`src/rtl/m_ext_pkg.sv`:
```
// Shared RV32M/RV64M encodings and the decoded-control bundle used by the
// issue stage and its decoder.
package m_ext_pkg;

  localparam logic [6:0] OPC_OP        = 7'b0110011;
  localparam logic [6:0] OPC_OP32      = 7'b0111011;
  localparam logic [6:0] FUNCT7_MULDIV = 7'b0000001;

  localparam logic [2:0] F3_MUL    = 3'b000;
  localparam logic [2:0] F3_MULH   = 3'b001;
  localparam logic [2:0] F3_MULHSU = 3'b010;
  localparam logic [2:0] F3_MULHU  = 3'b011;
  localparam logic [2:0] F3_DIV    = 3'b100;
  localparam logic [2:0] F3_DIVU   = 3'b101;
  localparam logic [2:0] F3_REM    = 3'b110;
  localparam logic [2:0] F3_REMU   = 3'b111;

  typedef enum logic [1:0] {
    UNIT_MUL     = 2'd0,
    UNIT_DIV     = 2'd1,
    UNIT_FAST    = 2'd2,
    UNIT_ILLEGAL = 2'd3
  } unit_e;

  typedef struct packed {
    logic  signed_a;
    logic  signed_b;
    logic  upper_rem;
    logic  word_op;
    unit_e unit;
  } op_ctrl_t;

endpackage

```
`src/rtl/m_op_decode.sv`:
```
// Combinational M-extension decoder: control bits, extended operands and the
// divide-by-zero / signed-overflow shortcut result.
module m_op_decode
  import m_ext_pkg::*;
#(
  parameter int XLEN = 32
) (
  input  logic [31:0]     instr_i,
  input  logic [XLEN-1:0] rs1_i,
  input  logic [XLEN-1:0] rs2_i,
  output op_ctrl_t        ctrl_o,
  output logic [XLEN-1:0] op_a_o,
  output logic [XLEN-1:0] op_b_o,
  output logic [XLEN-1:0] fast_result_o
);

  logic [6:0]      w_opcode;
  logic [6:0]      w_f7;
  logic [2:0]      w_f3;
  logic            w_is_m, w_is_w;
  logic            w_sa, w_sb, w_ur;
  logic            w_b_zero, w_ovf;
  logic [XLEN-1:0] w_a, w_b, w_fast_raw;
  logic            w_unused_fields;

  assign w_opcode = instr_i[6:0];
  assign w_f3     = instr_i[14:12];
  assign w_f7     = instr_i[31:25];
  assign w_unused_fields = ^{instr_i[24:15], instr_i[11:7]};

  assign w_is_m = (w_opcode == OPC_OP) && (w_f7 == FUNCT7_MULDIV);
  assign w_is_w = (XLEN == 64) && (w_opcode == OPC_OP32) && (w_f7 == FUNCT7_MULDIV) &&
                  (w_f3[2] || (w_f3 == F3_MUL));

  always_comb begin
    {w_sa, w_sb, w_ur} = 3'b000;
    case (w_f3)
      F3_MUL:    {w_sa, w_sb, w_ur} = 3'b000;
      F3_MULH:   {w_sa, w_sb, w_ur} = 3'b111;
      F3_MULHSU: {w_sa, w_sb, w_ur} = 3'b101;
      F3_MULHU:  {w_sa, w_sb, w_ur} = 3'b001;
      F3_DIV:    {w_sa, w_sb, w_ur} = 3'b110;
      F3_DIVU:   {w_sa, w_sb, w_ur} = 3'b000;
      F3_REM:    {w_sa, w_sb, w_ur} = 3'b111;
      F3_REMU:   {w_sa, w_sb, w_ur} = 3'b001;
      default:   {w_sa, w_sb, w_ur} = 3'b000;
    endcase
  end

  // W-ops work on the low word, extended according to each operand's signedness
  assign w_a = w_is_w ? (w_sa ? XLEN'($signed(rs1_i[31:0])) : XLEN'(rs1_i[31:0])) : rs1_i;
  assign w_b = w_is_w ? (w_sb ? XLEN'($signed(rs2_i[31:0])) : XLEN'(rs2_i[31:0])) : rs2_i;

  assign w_b_zero = (w_b == '0);
  assign w_ovf    = w_sa && (w_is_w ? ((w_a[31:0] == 32'h8000_0000) && (w_b[31:0] == '1))
                                    : ((w_a == {1'b1, {(XLEN-1){1'b0}}}) && (w_b == '1)));

  always_comb begin
    w_fast_raw = '0;
    if (w_b_zero)  w_fast_raw = w_f3[1] ? w_a : '1;
    else if (w_ovf) w_fast_raw = w_f3[1] ? '0 : w_a;
  end

  assign fast_result_o = w_is_w ? XLEN'($signed(w_fast_raw[31:0])) : w_fast_raw;
  assign op_a_o = w_a;
  assign op_b_o = w_b;

  always_comb begin
    ctrl_o           = '0;
    ctrl_o.signed_a  = w_sa;
    ctrl_o.signed_b  = w_sb;
    ctrl_o.upper_rem = w_ur;
    ctrl_o.word_op   = w_is_w;
    if (!(w_is_m || w_is_w))       ctrl_o.unit = UNIT_ILLEGAL;
    else if (!w_f3[2])             ctrl_o.unit = UNIT_MUL;
    else if (w_b_zero || w_ovf)    ctrl_o.unit = UNIT_FAST;
    else                           ctrl_o.unit = UNIT_DIV;
  end

endmodule

```
`src/rtl/m_issue_unit.sv`:
```
// RV32M/RV64M issue stage: decodes into a one-entry buffer and hands the
// instruction to the multiplier, divider or fast-result sink.
module m_issue_unit
  import m_ext_pkg::*;
#(
  parameter int XLEN  = 32,
  parameter int TAG_W = 5
) (
  input  logic             clk_i,
  input  logic             rst_i,
  input  logic             instr_valid_i,
  output logic             instr_ready_o,
  input  logic [31:0]      instr_i,
  input  logic [XLEN-1:0]  rs1_i,
  input  logic [XLEN-1:0]  rs2_i,
  input  logic [TAG_W-1:0] tag_i,
  output logic             mul_valid_o,
  input  logic             mul_ready_i,
  output logic             div_valid_o,
  input  logic             div_ready_i,
  output logic             fast_valid_o,
  input  logic             fast_ready_i,
  output logic [XLEN-1:0]  fast_result_o,
  output logic [XLEN-1:0]  op_a_o,
  output logic [XLEN-1:0]  op_b_o,
  output logic             signed_a_o,
  output logic             signed_b_o,
  output logic             upper_rem_o,
  output logic             word_op_o,
  output logic [TAG_W-1:0] tag_o,
  output logic             illegal_o,
  output logic [TAG_W-1:0] illegal_tag_o
);

  typedef enum logic {S_EMPTY = 1'b0, S_FULL = 1'b1} state_e;

  state_e          r_state, w_state_nxt;
  op_ctrl_t        w_dec_ctrl, r_ctrl;
  logic [XLEN-1:0] w_dec_a, w_dec_b, w_dec_fast;
  logic [XLEN-1:0] r_op_a, r_op_b, r_fast;
  logic [TAG_W-1:0] r_tag, r_illegal_tag;
  logic            r_illegal;
  logic            w_full, w_fire, w_accept, w_load, w_illegal_acc;

  m_op_decode #(.XLEN(XLEN)) u_decode (
    .instr_i       (instr_i),
    .rs1_i         (rs1_i),
    .rs2_i         (rs2_i),
    .ctrl_o        (w_dec_ctrl),
    .op_a_o        (w_dec_a),
    .op_b_o        (w_dec_b),
    .fast_result_o (w_dec_fast)
  );

  assign w_full        = (r_state == S_FULL);
  assign mul_valid_o   = w_full && (r_ctrl.unit == UNIT_MUL);
  assign div_valid_o   = w_full && (r_ctrl.unit == UNIT_DIV);
  assign fast_valid_o  = w_full && (r_ctrl.unit == UNIT_FAST);
  assign w_fire        = (mul_valid_o && mul_ready_i) || (div_valid_o && div_ready_i) ||
                         (fast_valid_o && fast_ready_i);
  assign instr_ready_o = !w_full || w_fire;
  assign w_accept      = instr_valid_i && instr_ready_o;
  assign w_load        = w_accept && (w_dec_ctrl.unit != UNIT_ILLEGAL);
  assign w_illegal_acc = w_accept && (w_dec_ctrl.unit == UNIT_ILLEGAL);

  always_comb begin
    w_state_nxt = r_state;
    if (w_load)      w_state_nxt = S_FULL;
    else if (w_fire) w_state_nxt = S_EMPTY;
  end

  always_ff @(posedge clk_i or posedge rst_i) begin
    if (rst_i) r_state <= S_EMPTY;
    else       r_state <= w_state_nxt;
  end

  // Buffer only changes on a legal accept, so a stalled sink sees stable data
  always_ff @(posedge clk_i or posedge rst_i) begin
    if (rst_i) begin
      r_ctrl        <= '0;
      r_op_a        <= '0;
      r_op_b        <= '0;
      r_fast        <= '0;
      r_tag         <= '0;
      r_illegal     <= 1'b0;
      r_illegal_tag <= '0;
    end else begin
      r_illegal <= w_illegal_acc;
      if (w_illegal_acc) r_illegal_tag <= tag_i;
      if (w_load) begin
        r_ctrl <= w_dec_ctrl;
        r_op_a <= w_dec_a;
        r_op_b <= w_dec_b;
        r_fast <= w_dec_fast;
        r_tag  <= tag_i;
      end
    end
  end

  assign fast_result_o = r_fast;
  assign op_a_o        = r_op_a;
  assign op_b_o        = r_op_b;
  assign signed_a_o    = r_ctrl.signed_a;
  assign signed_b_o    = r_ctrl.signed_b;
  assign upper_rem_o   = r_ctrl.upper_rem;
  assign word_op_o     = r_ctrl.word_op;
  assign tag_o         = r_tag;
  assign illegal_o     = r_illegal;
  assign illegal_tag_o = r_illegal_tag;

endmodule

```
`config.mk`:
```
export PLATFORM = sky130hd
export DESIGN_NAME = m_issue_unit
export DESIGN_NICKNAME = d
export VERILOG_FILES = /design/src/rtl/m_ext_pkg.sv /design/src/rtl/m_op_decode.sv /design/src/rtl/m_issue_unit.sv
export SDC_FILE = /design/constraint.sdc
export NUM_CORES = 1
export LEC_CHECK = 0
export BUFFER_PORTS_ARGS = -buffer_cell sky130_fd_sc_hd__buf_4
export CELL_PAD_IN_SITES_DETAIL_PLACEMENT = 1
export CELL_PAD_IN_SITES_GLOBAL_PLACEMENT = 2
export CORE_MARGIN = 2
export CORE_UTILIZATION = 28
export DETAILED_ROUTE_END_ITERATION = 7
export PLACE_DENSITY_LB_ADDON = 0.1
export SYNTH_ARGS = -nofsm -noshare
export SYNTH_HDL_FRONTEND = slang
export SYNTH_SLANG_ARGS = --single-unit
```
`constraint.sdc`:
```
create_clock -name clk_i -period 5.4 [get_ports clk_i]
set_clock_uncertainty 0.15 [all_clocks]
set_input_delay 0 -clock clk_i [delete_from_list [all_inputs] [get_ports clk_i]]
set_output_delay 0 -clock clk_i [all_outputs]
set_load 0.02 [all_outputs]
```
==> metrics list, run 1 <==
- The die covers 18,210 sq um.
- Post-route minimum period: 2.986 ns
- Maximum clock frequency: 334.9 MHz
* Via count normalized by instance count: 4.593
- The count of nets left with antenna violations once routing finished came out at 0.
- Leading cell types by total area after synthesis: sky130_fd_sc_hd__dfrtp_1, sky130_fd_sc_hd__nand2_1, sky130_fd_sc_hd__o31ai_1, sky130_fd_sc_hd__nor2_1, sky130_fd_sc_hd__nor4_1
* Post-synthesis sequential area ratio: 58.88%
- The longest clock path from root to sink contains 2 buffers.
- During placement, the flow inserted port buffers numbering 205.
* Data arrival time of the critical path: 3.13 ns
- After detailed routing, the total wire length is 17,110 microns.
* Class of the most critical hold timing path: primary input to flop
* Dominant synthesized flop cell: sky130_fd_sc_hd__dfrtp_1
* Kind of critical path: flop to flop
- Final cell utilization of the core: 46.79%
* Residual DRC count: 0
- Measured along the y axis, the die boundary spans 135.0 microns.
- Clock buffer count from CTS: 17
- Count of TritonRoute iterations in the first routing pass: 4
- Global routing used 19.05% of the available tracks.
* Startpoint of the worst-slack reg-to-reg timing path: r_ctrl[0]
- Overall overflow remaining after global route: 0
* Power density over cell area: 270.3 nW/um^2
- Setup Buffers After CTS: 0
- Placement-stage cell area: 6487 sq um
- Core Rows: 47
- Final period util: 55.30%
- In the post-route analysis, the smallest setup slack over all paths is 2.414 ns.
- TritonCTS built the clock tree.
- Once detailed placement completed, the half-perimeter wirelength came to 11,570 microns.
- Along the worst hold path, the cell count comes to 4.
* Initial antenna violation count: 0
* Mux contribution to synthesized area: 1.381%
- Counting every instance in the synthesized netlist gives 526.
- Source-to-sink clock delay at the later pin of the worst-skew pair: 0.41 ns
- Number of global-route vias before repair: 5,002
- Hold repair after CTS inserted 75 buffers.
- The startpoint identified for the worst hold timing path is mul_ready_i.
- LEAKAGE: 4.127 nW
- Required time worst endpoint: 5.54 ns
- Entering global routing, the biggest net connects 102 pins.
* Outcome: finished clean
* Area added between synthesis and finish: 62.71%
* Number of nets in the layout: 907
* Cell at the root of the clock tree: sky130_fd_sc_hd__clkbuf_16
- Across the run, the number of max-cap violations was 0.
- Die Span X: 135.0 microns
- The setup check on the worst reg-to-reg path leaves a slack of 2.41 ns.
- Average wire length per cell after detail routing: 16.63 microns
* Total Negative Setup Slacks: 0 ns
* Final setup violating endpoints: 0
- Summing every instance area after synthesis gives 4802 sq um.
* Count of state elements after synthesis: 113
- The routed layout has 4,726 vias.
* RSZ-0062 raised after global routing: no
- Count of routing violations after the opening detailed-route iteration: 175
- Cell accounting for the most synthesized area: sky130_fd_sc_hd__dfrtp_1
- IR drop worst, VDD: 0.2187 mV
- Counting flops with a built-in enable in the synthesized netlist gives 0.
* Layout cells sized above 1: 30.90%
* Headroom to the max-slew limit: 34.72%
- Worst slack at placement: 2.423 ns
- Count of cells along the worst register-to-register path: 6
- Fraction of the mapped netlist area in adder cells: 0.5211%
- For this design the top-level I/O count stands at 222.
- Number of H-tree levels: 4
- In this run the critical register-to-register path is captured at r_ctrl[0].
- The initial utilization of the core area, before any placement, comes to 28.75%.
- After Yosys synthesis, and, or, nand and nor cells account for 28.53% of the synthesized area.
- The first global-routing pass estimated 26,700 microns of wire.
- Post-CTS Resized: 0
- Summing all non-filler instances in the final layout gives an area of 7814 sq um.
* Fraction of post-synthesis cell area in the top cell type by area: 58.88%
- Number of clock sinks: 113
- Final total power: 0.002112 W
- The region available for standard cell placement spans 16,700 sq um.
- Synth async-reset ratio: 100.0%
- Startpoint types: flop
- The congestion estimate from routability-driven global placement came to 0.7748.
* Worst Path Max Fanout: 101
* Net count of the mapped netlist: 635
* Crit path capture type: flop
- # diodes: 0
- Transition time at the pin with the least slew margin: 0.9793 ns
- By area, the combinational part of the netlist is dominated by simple AND/OR/NAND/NOR gates.
- Hold path endpoint: r_state
* Yosys synthesis warning count: 0
- Final number of max-transition violations: 0
* Average footprint of a synthesized cell: 9.129 sq um
* Xor/xnor cell area share of the yosys netlist: 0%
* Final hold violations: 0
* Clock transition at path regs: 0.05 ns
- The synthesized netlist devotes 6.670% of its cell area to compound gates.
* Count of unique library cells instantiated by Yosys: 37
-- worst max-delay path, cell delays in order (launching register included) --
cell                       delay, ns
sky130_fd_sc_hd__dfrtp_1        0.45
sky130_fd_sc_hd__mux2i_1        0.15
sky130_fd_sc_hd__o211ai_1       0.43
sky130_fd_sc_hd__nand3_4        0.50
sky130_fd_sc_hd__buf_4          0.58
sky130_fd_sc_hd__and2_1         0.32
sky130_fd_sc_hd__a31o_2         0.20
-- Yosys cell counts (2+ instances only) --
cell type and n:
sky130_fd_sc_hd__or2_2 2, sky130_fd_sc_hd__o31ai_1 32, sky130_fd_sc_hd__nor4_1 16, sky130_fd_sc_hd__a21oi_1 4, sky130_fd_sc_hd__clkbuf_1 9, sky130_fd_sc_hd__buf_2 13
sky130_fd_sc_hd__or4_1 2, sky130_fd_sc_hd__buf_4 8, sky130_fd_sc_hd__nand2_1 244, sky130_fd_sc_hd__and3b_1 2, sky130_fd_sc_hd__mux2_2 5, sky130_fd_sc_hd__nand4_1 10
sky130_fd_sc_hd__nor2_1 35, sky130_fd_sc_hd__o21ai_0 4, sky130_fd_sc_hd__dfrtp_1 113, sky130_fd_sc_hd__ha_1 2, sky130_fd_sc_hd__inv_1 5
-- area by class of cell --
| class | instances | area [sq um] |
|---|---|---|
| Sequential cell | 113 | 2828 |
| Fill cell | 1954 | 8887 |
| Tap cell | 220 | 275.3 |
| Clock buffer | 25 | 525.5 |
| Clock inverter | 5 | 50.05 |
| Timing Repair Buffer | 284 | 2320 |
| Multi-Input combinational cell | 377 | 1794 |
| Inverter | 5 | 21.27 |
-- metal layers --
metal	vias up	GRT usage, %	wire length [microns]
li1	2269	-	-
met1	2295	23.94	7440
met2	145	31.44	8279
met3	17	5.518	1097
met4	0	6.597	291
met5	-	0	0
-- sequential cells by signal (all words and copies together), names as in the netlist --
name / flops
upper_rem_o: 1
tag_o: 5
signed_b_o: 1
illegal_o: 1
r_state: 1
illegal_tag_o: 5
r_ctrl: 2
signed_a_o: 1
op_b_o: 32
fast_result_o: 32
op_a_o: 32
-- power breakdown --
part | leakage, nW | switching [W] | internal (W)
Clock | 0.291 | 0.000370 | 0.000709
Combinational | 2.27 | 0.0000796 | 0.0000964
Sequential | 1.57 | 0.00000289 | 0.000853
-- worst max path at each step --
stage | slack, ns | cells after the start | from | end
6_report | 2.41 | 6 | r_ctrl[0] | r_ctrl[0]
5_1_grt | 2.20 | 6 | r_ctrl[0] | r_ctrl[0]
4_1_cts | 2.41 | 6 | r_ctrl[0] | r_ctrl[0]
3_5_place_dp | 2.42 | 6 | r_ctrl[0] | r_ctrl[0]
3_3_place_gp | 2.44 | 7 | instr_i[3] | r_ctrl[0]
2_1_floorplan | 2.26 | 1 | rst_i | fast_result_o[0]
-- per-stage QoR --
step / hold slack [ns] / cells
2_1_floorplan: -0.04456 / 526
3_3_place_gp: 0.01088 / 924
3_5_place_dp: 0.007455 / 924
4_1_cts: 0.01720 / 1029
5_1_grt: 0.1081 / 1029
6_report: 0.03104 / 1029
-- kinds of logic (layout without fill, tap and decap cells) --
group | Yosys count | after routing
compound gates | 45 | 45
simple gates | 323 | 323
fa+ha+maj | 2 | 2
buf+inv | 36 | 319
flops | 113 | 113
other cells | 1 | 1
mux | 6 | 6
-- placed cells by master, fill, tap and decap left out, types with 5 or more instances in the layout --
master                          netlist  routed
sky130_fd_sc_hd__o31ai_1             32      32
sky130_fd_sc_hd__mux2_2               5       5
sky130_fd_sc_hd__nor4_1              16      16
sky130_fd_sc_hd__nand4_1             10      10
sky130_fd_sc_hd__clkbuf_16            0      17
sky130_fd_sc_hd__nor2_1              35      35
sky130_fd_sc_hd__dlygate4sd3_1        0      75
sky130_fd_sc_hd__buf_4                8     209
sky130_fd_sc_hd__nand2_1            244     244
sky130_fd_sc_hd__clkbuf_8             0       7
sky130_fd_sc_hd__dfrtp_1            113     113
(Power assumes the default switching activity.)
==> run 2: changes to the inputs <==
Settings changed: CORE_UTILIZATION 28 to 24.
Clock period 5.4 ns to 2.6 ns, I/O delays scaled along.
==> metrics list, run 2 (synthesized netlist as in run 1, its figures left out) <==
- Worst Path Max Fanout: 31 (-69%)
* Clock transition at path regs: 0.05 ns (about the same)
- The clock sink count came to 113 (unchanged).
- The number of cells on the critical path was 7 (+1).
- DRT Wirelength: 18,210 microns (+6.4%)
- Number of nets in the layout: 913 (+0.66%)
* Final number of max-transition violations: 0 (unchanged)
- The boundary pin count came to 222 (unchanged).
- The clock period could shrink to 2.039 ns.
* Standard cell with the maximum stage delay on the critical path: sky130_fd_sc_hd__dlygate4sd3_1
- The number of H-tree levels was 4 (unchanged).
- The depth of the worst register-to-register path is 6 (unchanged).
- Die area: 21,160 sq um (+16%)
- Switching power as a share of total power: 21.79% (+0.34 points)
- Class of the most critical hold timing path: primary input to flop
- Final setup violating endpoints: 0 (unchanged)
* Sum of buffers and inverters on the critical path: 3 (+2)
* Routed vias: 4,769 (+0.91%)
- Average wire length per cell after detail routing: 16.83 microns (+1.2%)
- The power density over cell area is 577.7 nW/um^2 (+110%).
- The final design utilization is 41.10% (-5.7 points).
- The standard-cell row count is 51 (+8.5%).
* Setup Buffers After CTS: 0 (unchanged)
- Count of routing violations after the opening detailed-route iteration: 147 (-16%)
- Internal power summed over all cells: 0.003626 W (+120%)
- Post-CTS Resized: 0 (unchanged)
* Total of max-cap violations: 0 (unchanged)
- The number of antenna violations at the first check in global routing is 0 (unchanged).
* Startpoint types: primary input
* Final period util: 78.42%
* Maximum clock frequency: 490.5 MHz
- The placed wire-length estimate after detailed placement came to 12,600 microns (+8.9%).
- The worst hold path terminates at r_ctrl[0].
* Pin count of the biggest net entering global routing: 110 (+7.8%)
* Gate family responsible for the most delay along the worst path: buffers and inverters
- The most numerous cell type found on the critical path is sky130_fd_sc_hd__buf_4.
- The relative contribution of the clock network to total power is 53.6% (+2.5 points).
* Data arrival time of the critical path: 2.19 ns (-0.94 ns)
* Layout cells sized above 1: 31.33% (+0.43 points)
- The wire length of the first global-routing pass is 29,330 microns (+9.9%).
- TritonCTS built the clock tree.
- The count of filler cells inserted in the layout is 2,287 (+17%).
- Residual DRC count: 0 (unchanged)
- By startpoint and endpoint, the worst setup path is classified as primary input to flop.
- Last weighted congestion value of the routability-driven placer: 0.7470 (-3.6%)
* Combinational Power Share: 8.1% (-0.2 points)
- The number of input and output port buffers inserted is 205 (unchanged).
* Buffers from clock root to sink, at most: 2 (unchanged)
* Crit path capture type: flop
- Top library cells by usage in the layout, fill and taps aside: sky130_fd_sc_hd__nand2_1, sky130_fd_sc_hd__buf_4, sky130_fd_sc_hd__dfrtp_1
- The startpoint identified for the worst register-to-register timing path is r_ctrl[0].
- Count of TritonRoute iterations in the first routing pass: 4 (unchanged)
* Overall overflow remaining after global route: 0 (unchanged)
- Die H: 145.5 microns (+7.8%)
* Placeable Area: 19,530 sq um (+17%)
* Area added between synthesis and finish: 67.12%
* Launch instance of the worst min-delay path: instr_i[29]
- The count of antenna-violating nets left after detailed routing was 0 (unchanged).
* Seq pwr share: 38.3% (-2.2 points)
- The number of global-route vias before repair came to 5,278 (+5.5%).
* Headroom to the max-slew limit: 49.47% (+15 points)
- The reported net switching power was 0.001010 W (+120%).
- Source-to-sink clock delay at the later pin of the worst-skew pair: 0.41 ns (about the same)
- The critical path data required time is 2.75 ns (-2.79 ns).
- Final total power: 0.004636 W (+120%)
* Clock buffer count from CTS: 17 (unchanged)
- Most common cell after layout, fill and taps aside: sky130_fd_sc_hd__nand2_1
- LEAKAGE: 4.177 nW (+1.2%)
* Internal reg-to-reg setup slack: 0.59 ns (-1.82 ns)
- Cell at the root of the clock tree: sky130_fd_sc_hd__clkbuf_16
- Capturing point of the worst reg2reg path: fast_result_o[3]
- The transition time at the pin with the least slew margin is 0.7564 ns (-0.2228 ns).
- Biggest cell delay along the critical path: 0.54 ns (-0.04 ns)
- The depth of the worst hold-timing path was 6 (+2).
- RSZ-0062 raised after global routing: no
- Outcome: finished clean
- IR drop worst, VDD: 0.4227 mV (+93%)
- # diodes: 0 (unchanged)
- The die span in x was 145.5 microns (+7.8%).
* Via count normalized by instance count: 4.408 (-4.0%)
- The global-route usage over all layers came to 17.53% (-1.5 points).
- Ordered cell list for the critical path: dlygate4sd3_1 -> buf_4 -> nor4_1 -> nand4_1 -> or2_2 -> buf_4 -> o31ai_1
- The initial standard-cell utilization of the core is 24.59% (-4.2 points).
* Total Negative Setup Slacks: 0 ns (unchanged)
- Final hold violations: 0 (unchanged)
- The smallest hold slack came to 0.05552 ns (+0.02448 ns).
-- run 2: changes by cell type in the layout (fill, tap and decap cells not counted) --
cell	delta
sky130_fd_sc_hd__clkbuf_1	+2
sky130_fd_sc_hd__clkinvlp_4	+4
sky130_fd_sc_hd__bufinv_16	+3
sky130_fd_sc_hd__buf_12	+5
sky130_fd_sc_hd__inv_4	-1
sky130_fd_sc_hd__buf_4	+1
sky130_fd_sc_hd__clkbuf_8	-5
sky130_fd_sc_hd__clkinv_2	-1
-- run 2: layout make-up --
cell class              instances  area, sq um  area share [%]
well taps                     265        331.6           4.132
clock buffers                  22        464.2           5.784
inverters                       5        22.52          0.2806
multi-input cells             377         1794           22.36
repair buffers                290         2427           30.25
flip-flops and latches        113         2828           35.24
clock inverters                10        157.7           1.964
-- run 2: worst max path at each step --
| stage | startpoint | endpoint | slack (ns) |
|---|---|---|---|
| floorplan | r_ctrl[0] | illegal_tag_o[0] | 0.49 |
| global placement | instr_i[3] | fast_result_o[31] | 0.44 |
| detailed placement | instr_i[3] | fast_result_o[31] | 0.45 |
| CTS | rs2_i[0] | fast_result_o[3] | 0.55 |
| global route | rs2_i[17] | fast_result_o[5] | 0.41 |
| finish | rs2_i[17] | fast_result_o[3] | 0.56 |
-- run 2: power groups by stage --
stage	Sequential (W)	Combinational [W]	Clock, W
2_1_floorplan	0.00182	0.0000740	0
3_3_place_gp	0.00181	0.000283	0
3_5_place_dp	0.00181	0.000286	0
4_1_cts	0.00178	0.000379	0.00255
5_1_grt	0.00178	0.000409	0.00264
6_report	0.00178	0.000375	0.00248
-- run 2: per-layer routing --
metal / track usage (%) / wire (microns)
met1: 21.63 / 8073
met2: 29.29 / 8730
met3: 4.953 / 981
met4: 6.471 / 421
met5: 0 / 0
-- run 2: worst register-to-register path, delay by kind of cell (launching register included) --
kind	cells	cell delay [ns]
compound gates	2	0.69
buf+inv	2	0.43
flops	1	0.42
mux	1	0.14
simple gates	1	0.09
-- run 2: timing repair --
item | CTS | global route
hold buffers | 75 | 0
setup endpoints to repair | 0 | 0
endpoints found under the hold margin | 140 | 0
-- run 2: through the flow --
step                area (sq um)  cells  worst slack (ns)
floorplan                   4806    526            0.4890
global placement            6653    975            0.4398
detailed placement          6653    975            0.4499
CTS                         8025   1082            0.5532
global route                8025   1082            0.4114
finish                      8025   1082            0.5611
